--- src/rtl/pipe_stage_skid_reg.sv ---
// Pipeline stage register with valid/ready handshake and a one-entry skid buffer.
//
// The main register drives out_*. The skid register catches the one entry that can
// arrive in the cycle the downstream stalls, so in_ready depends only on local state
// and never on out_ready. The control vector is forced to zero whenever no valid
// entry is presented (a bubble). The payload is optionally cleared on flush.
// A saturating counter records cycles spent stalled by the downstream stage.
//
// Ports:
//   clk, rst      clock, asynchronous active-high reset
//   flush         synchronous squash of all held entries
//   in_valid      upstream offers an entry
//   in_ready      stage can accept (registered, state-only)
//   in_ctrl       upstream control vector
//   in_data       upstream payload
//   out_valid     main entry valid (registered)
//   out_ready     downstream accepts
//   out_ctrl      main entry control, zero whenever out_valid=0
//   out_data      main entry payload
//   occupancy     number of entries held (0, 1, 2)
//   stall_cnt     saturating count of cycles with out_valid=1 and out_ready=0
//   stall_clr     synchronous clear of stall_cnt
module pipe_stage_skid_reg #(
    parameter int unsigned CTRL_W     = 16,
    parameter int unsigned DATA_W     = 108,
    parameter bit          CLEAR_DATA = 1'b1,
    parameter int unsigned CNT_W      = 16
) (
    input  logic              clk,
    input  logic              rst,
    input  logic              flush,
    input  logic              in_valid,
    output logic              in_ready,
    input  logic [CTRL_W-1:0] in_ctrl,
    input  logic [DATA_W-1:0] in_data,
    output logic              out_valid,
    input  logic              out_ready,
    output logic [CTRL_W-1:0] out_ctrl,
    output logic [DATA_W-1:0] out_data,
    output logic [1:0]        occupancy,
    output logic [CNT_W-1:0]  stall_cnt,
    input  logic              stall_clr
);

    // State encoding doubles as the occupancy count.
    typedef enum logic [1:0] {
        StEmpty = 2'd0,
        StBusy  = 2'd1,
        StFull  = 2'd2
    } state_e;

    state_e            state_q, state_d;
    logic [CTRL_W-1:0] main_ctrl_q, main_ctrl_d;
    logic [DATA_W-1:0] main_data_q, main_data_d;
    logic [CTRL_W-1:0] skid_ctrl_q, skid_ctrl_d;
    logic [DATA_W-1:0] skid_data_q, skid_data_d;
    logic [CNT_W-1:0]  cnt_q, cnt_d;

    logic skid_valid;
    logic in_fire;
    logic out_fire;

    // All handshake outputs decode straight from flops.
    assign skid_valid = (state_q == StFull);
    assign in_ready   = !skid_valid;
    assign out_valid  = (state_q != StEmpty);
    assign occupancy  = state_q;
    assign out_ctrl   = main_ctrl_q;
    assign out_data   = main_data_q;
    assign stall_cnt  = cnt_q;

    assign in_fire  = in_valid & in_ready;
    assign out_fire = out_valid & out_ready;

    always_comb begin
        state_d     = state_q;
        main_ctrl_d = main_ctrl_q;
        main_data_d = main_data_q;
        skid_ctrl_d = skid_ctrl_q;
        skid_data_d = skid_data_q;

        if (flush) begin
            // Any in_fire this cycle is dropped; an out_fire is simply a normal consume.
            state_d     = StEmpty;
            main_ctrl_d = '0;
            skid_ctrl_d = '0;
            if (CLEAR_DATA) begin
                main_data_d = '0;
                skid_data_d = '0;
            end
        end else begin
            unique case (state_q)
                StEmpty: begin
                    if (in_fire) begin
                        state_d     = StBusy;
                        main_ctrl_d = in_ctrl;
                        main_data_d = in_data;
                    end
                end
                StBusy: begin
                    if (in_fire && out_fire) begin
                        main_ctrl_d = in_ctrl;
                        main_data_d = in_data;
                    end else if (in_fire) begin
                        state_d     = StFull;
                        skid_ctrl_d = in_ctrl;
                        skid_data_d = in_data;
                    end else if (out_fire) begin
                        // Drain to a bubble; payload is left as-is.
                        state_d     = StEmpty;
                        main_ctrl_d = '0;
                    end
                end
                StFull: begin
                    if (out_fire) begin
                        state_d     = StBusy;
                        main_ctrl_d = skid_ctrl_q;
                        main_data_d = skid_data_q;
                    end
                end
                default: begin
                    state_d     = StEmpty;
                    main_ctrl_d = '0;
                end
            endcase
        end
    end

    always_comb begin
        cnt_d = cnt_q;
        if (stall_clr) begin
            cnt_d = '0;
        end else if (out_valid && !out_ready && (cnt_q != {CNT_W{1'b1}})) begin
            cnt_d = cnt_q + {{(CNT_W-1){1'b0}}, 1'b1};
        end
    end

    always_ff @(posedge clk or posedge rst) begin
        if (rst) begin
            state_q     <= StEmpty;
            main_ctrl_q <= '0;
            main_data_q <= '0;
            skid_ctrl_q <= '0;
            skid_data_q <= '0;
            cnt_q       <= '0;
        end else begin
            state_q     <= state_d;
            main_ctrl_q <= main_ctrl_d;
            main_data_q <= main_data_d;
            skid_ctrl_q <= skid_ctrl_d;
            skid_data_q <= skid_data_d;
            cnt_q       <= cnt_d;
        end
    end

endmodule

--- config.mk ---
export PLATFORM = sky130hd
export DESIGN_NAME = pipe_stage_skid_reg
export DESIGN_NICKNAME = d
export VERILOG_FILES = /design/src/rtl/pipe_stage_skid_reg.sv
export SDC_FILE = /design/constraint.sdc
export NUM_CORES = 1
export LEC_CHECK = 0
export CORE_UTILIZATION = 54
export DETAILED_ROUTE_END_ITERATION = 12
export PLACE_DENSITY = 0.85
export REMOVE_ABC_BUFFERS = 1
export SLEW_MARGIN = 10
export SYNTH_ARGS = -nofsm -noshare
export SYNTH_HDL_FRONTEND = slang
export SYNTH_SLANG_ARGS = --single-unit
--- constraint.sdc ---
create_clock -name clk -period 26.5 [get_ports clk]
set_clock_uncertainty 0.15 [all_clocks]
set_input_delay 5.3 -clock clk [delete_from_list [all_inputs] [get_ports clk]]
set_output_delay 5.3 -clock clk [all_outputs]
set_load 0.01 [all_outputs]
==> results.md <==
* Wire length on met2 at 14900 µm
* Largest net degree at the start of global routing at 217
* Max layer used: met4
* Post-cts sizing count at 0
* Setup bufs post-CTS at 0
* IO Pins at 274
* Final WS setup at 18450 ps
* Clock root cell: clkbuf_16
* Max Freq at 0.124 GHz
* CP Max Fanout at 45
* FF+latch count, synth at 266
* Routability cong. at 0.856
* Logic gate share of total power at 13.7%
* Initial antenna violation count at 1
* CTS Hold Bufs at 0
* Post-Syn Area at 11800 µm²
* Clock share of power at 40.4%
* First-pass GRT wire length at 48300 µm
* Post-synth ARST share at 100%
* Total power at 0.000964 W
* R2R Path End: skid_data_q[56]
* Rows at 53
* Sw Ratio at 24.4%
* CTS tree: done
* Die area at 22400 µm²
* Crit-path cells: nor2b_4 -> inv_2 -> buf_4 -> clkdlybuf4s50_1
* DP HPWL at 18400 µm
* Worst Hold Launch: out_data[95]
* Hold Path Stages at 2
* Vias after detailed routing at 9762
* Buffers on Ports at 273
* Grt total ovfl at 0
* Launching point of the worst reg2reg path: occupancy[1]
* Total Routed Length at 30500 µm
* Worst EP arrival at 2600 ps
* Slew headroom at 22.2%
* Final Max Tran Viols at 0
* Vias in the first global route at 9398
* Hold Path Sink: out_data[95]
* Ys flop type: dfrtp_1
* Internal at 0.000729 W
* Min cycle time layout at 8050 ps
* Syn avg cell area at 9.78 µm²
* Initial Util at 55.5%
* Clock-pin slew on the worst setup and hold paths at 60 ps
* Maxcap violations at 0
* Routed Antenna Nets at 0
* Crit path capture type: primary output
* H-tree depth at 1
* Required time of the critical path at 21050 ps
* Detailed route wirelength on metal3 at 2280 µm
* Unrepaired setup endpoints after global routing: no
* DR pass1 iterations at 5
* Setup TNS Final at 0 ps
* Chip width at 150 µm
* Post-layout util at 72.9%
* Peak VDD IR at 0.0000582 V
* Ratio of cells with drive above 1 in the final layout at 4.31%
* Clock Tree Buf Depth at 3
* Status: finished, final reports clean
* Seq pwr share at 45.9%
* Yosys warns at 0
* Remaining DRCs at 0
* Number of hold violations in the final report at 0
* Post-synth EDFFs at 0
* Worst-Skew Late Latency at 530 ps
* Drt initial violations at 698
* PD cells at 62.3 nW/µm²
* Overall die height at 150 µm
* Sequential share of the synthesized area at 56.5%
* Post-route insts no fill at 1713
* Core area at 21200 µm²
* Area of the multi-input gates at 4690 µm²
* Cell with the largest stage delay on the worst path: clkdlybuf4s50_1
* Count of cell types in the netlist at 37
* Area Growth Syn to Fin at 31.4%
* Hold Crit Class: reg -> reg
* Final cycle utilization of the critical path at 30.4%
* Placed Cells at 1664
* CP max stage delay at 680 ps
* Setup-failing EPs final at 0
* Wire per inst at 17.8 µm
* Clk sinks at 266
* Cell leakage power at 6.58 nW
* Pre-CTS WS at 17950 ps
* Met1 wire length at 12700 µm
* Net load switching power at 0.000235 W
* Fill count at 1543
* FF-to-FF setup slack at 23460 ps
* Layout Nets at 1550
* Cts bufs inserted at 28
* Worst Tran Pin Value at 1160 ps
* GR Util All Layers at 27.0%
* CP startpoint kind: flop
* Reg2reg path depth at 5
* DR vias/cell at 5.70
* Synth Instances at 1205
* Reg area at 6660 µm²
* CP Class: reg -> out
## power by group through the flow
stage,Combinational (W),Clock [W],Sequential (W)
global placement,0.000130,0,0.000449
floorplan,0.0000468,0,0.000455
finish,0.000132,0.000389,0.000443
detailed placement,0.000132,0,0.000449
CTS,0.000133,0.000396,0.000442
global route,0.000143,0.000412,0.000445
## stage by stage
stage                     hold WS, ps  cell area, µm²
after global routing              346           15500
after CTS                         328           15500
final                             323           15500
after detailed placement          315           14600
after global placement            309           14600
after floorplan                   345           11400
## state kept, by name (all words and copies together) (netlist names)
register,cells
skid_ctrl_q,16
out_data,108
out_ctrl,16
skid_data_q,108
occupancy,2
stall_cnt,16
## cell families after synthesis
logic type	count (synthesis)	share of synthesized area, %
AND/OR/NAND/NOR	426	14.2
AO/OA/AOI/OAI	282	15.0
flip-flops	266	56.5
multiplexers	111	9.43
buffers and inverters	105	3.78
XOR/XNOR	14	1.04
adder cells (fa/ha/maj)	1	0.106
## worst max-delay path, delay by kind of cell (launching register included)
family	cells	cell delay (ps)
buffers and inverters	3	1360
AND/OR/NAND/NOR	1	190
flip-flops	1	480
## synth_stat cells, types with 4 or more instances
| cell | n | area, µm² |
|---|---|---|
| a21oi_1 | 128 | 641 |
| a22oi_1 | 16 | 120 |
| buf_2 | 40 | 200 |
| clkbuf_1 | 57 | 214 |
| dfrtp_1 | 266 | 6660 |
| mux2i_1 | 111 | 1110 |
| nand2_1 | 376 | 1410 |
| nand3_1 | 5 | 25.0 |
| nand4_1 | 4 | 25.0 |
| nor2_1 | 23 | 86.3 |
| o211ai_1 | 5 | 37.5 |
| o21ai_0 | 18 | 90.1 |
| o31ai_1 | 108 | 811 |
| xor2_1 | 13 | 114 |
## how the worst max path moves through the flow
stage                 startpoint         endpoint  slack, ps  cells past startpoint
finish              occupancy[1]         in_ready      18450                      4
detailed placement           rst     out_data[30]      17950                      4
floorplan           occupancy[1]         in_ready      13660                      2
global placement             rst     out_data[30]      17980                      4
global route                 rst  skid_data_q[30]      18170                      4
CTS                 occupancy[1]         in_ready      18460                      4
## cell usage in the layout (no fill, tap or decap), types with 2 or more instances in the layout
cell               n
nand2_1          376
o211ai_1           5
o31ai_1          108
clkbuf_8          10
and3_1             2
dfrtp_1          266
nor4_1             2
clkbuf_1           7
nor2b_1            2
nand3_1            5
clkbuf_16         29
xor2_1            13
o21ai_0           18
buf_4             11
clkdlybuf4s50_1  272
mux2i_1          111
nor2_1            23
or2_2              2
o2111ai_1          3
and2_1             2
inv_1              2
a22oi_1           16
a21oi_1          128
nand4_1            4
## layout make-up
type                       count  share of cell area, %
antenna                        1                 0.0162
timing repair buffer         285                   18.3
clock buffer                  46                   5.75
clock inverter                 2                  0.226
sequential                   266                   43.0
inverter                       4                  0.146
multi-input combinational    834                   30.3
tap                          275                   2.22
## metal layers
layer  up-vias  track usage (%)
li1       4564                -
met1      4793             36.4
met2       356             43.8
met3        49             5.58
met4         0             8.38
met5         -                0
Note: power is estimated with default switching activity, not from simulation.
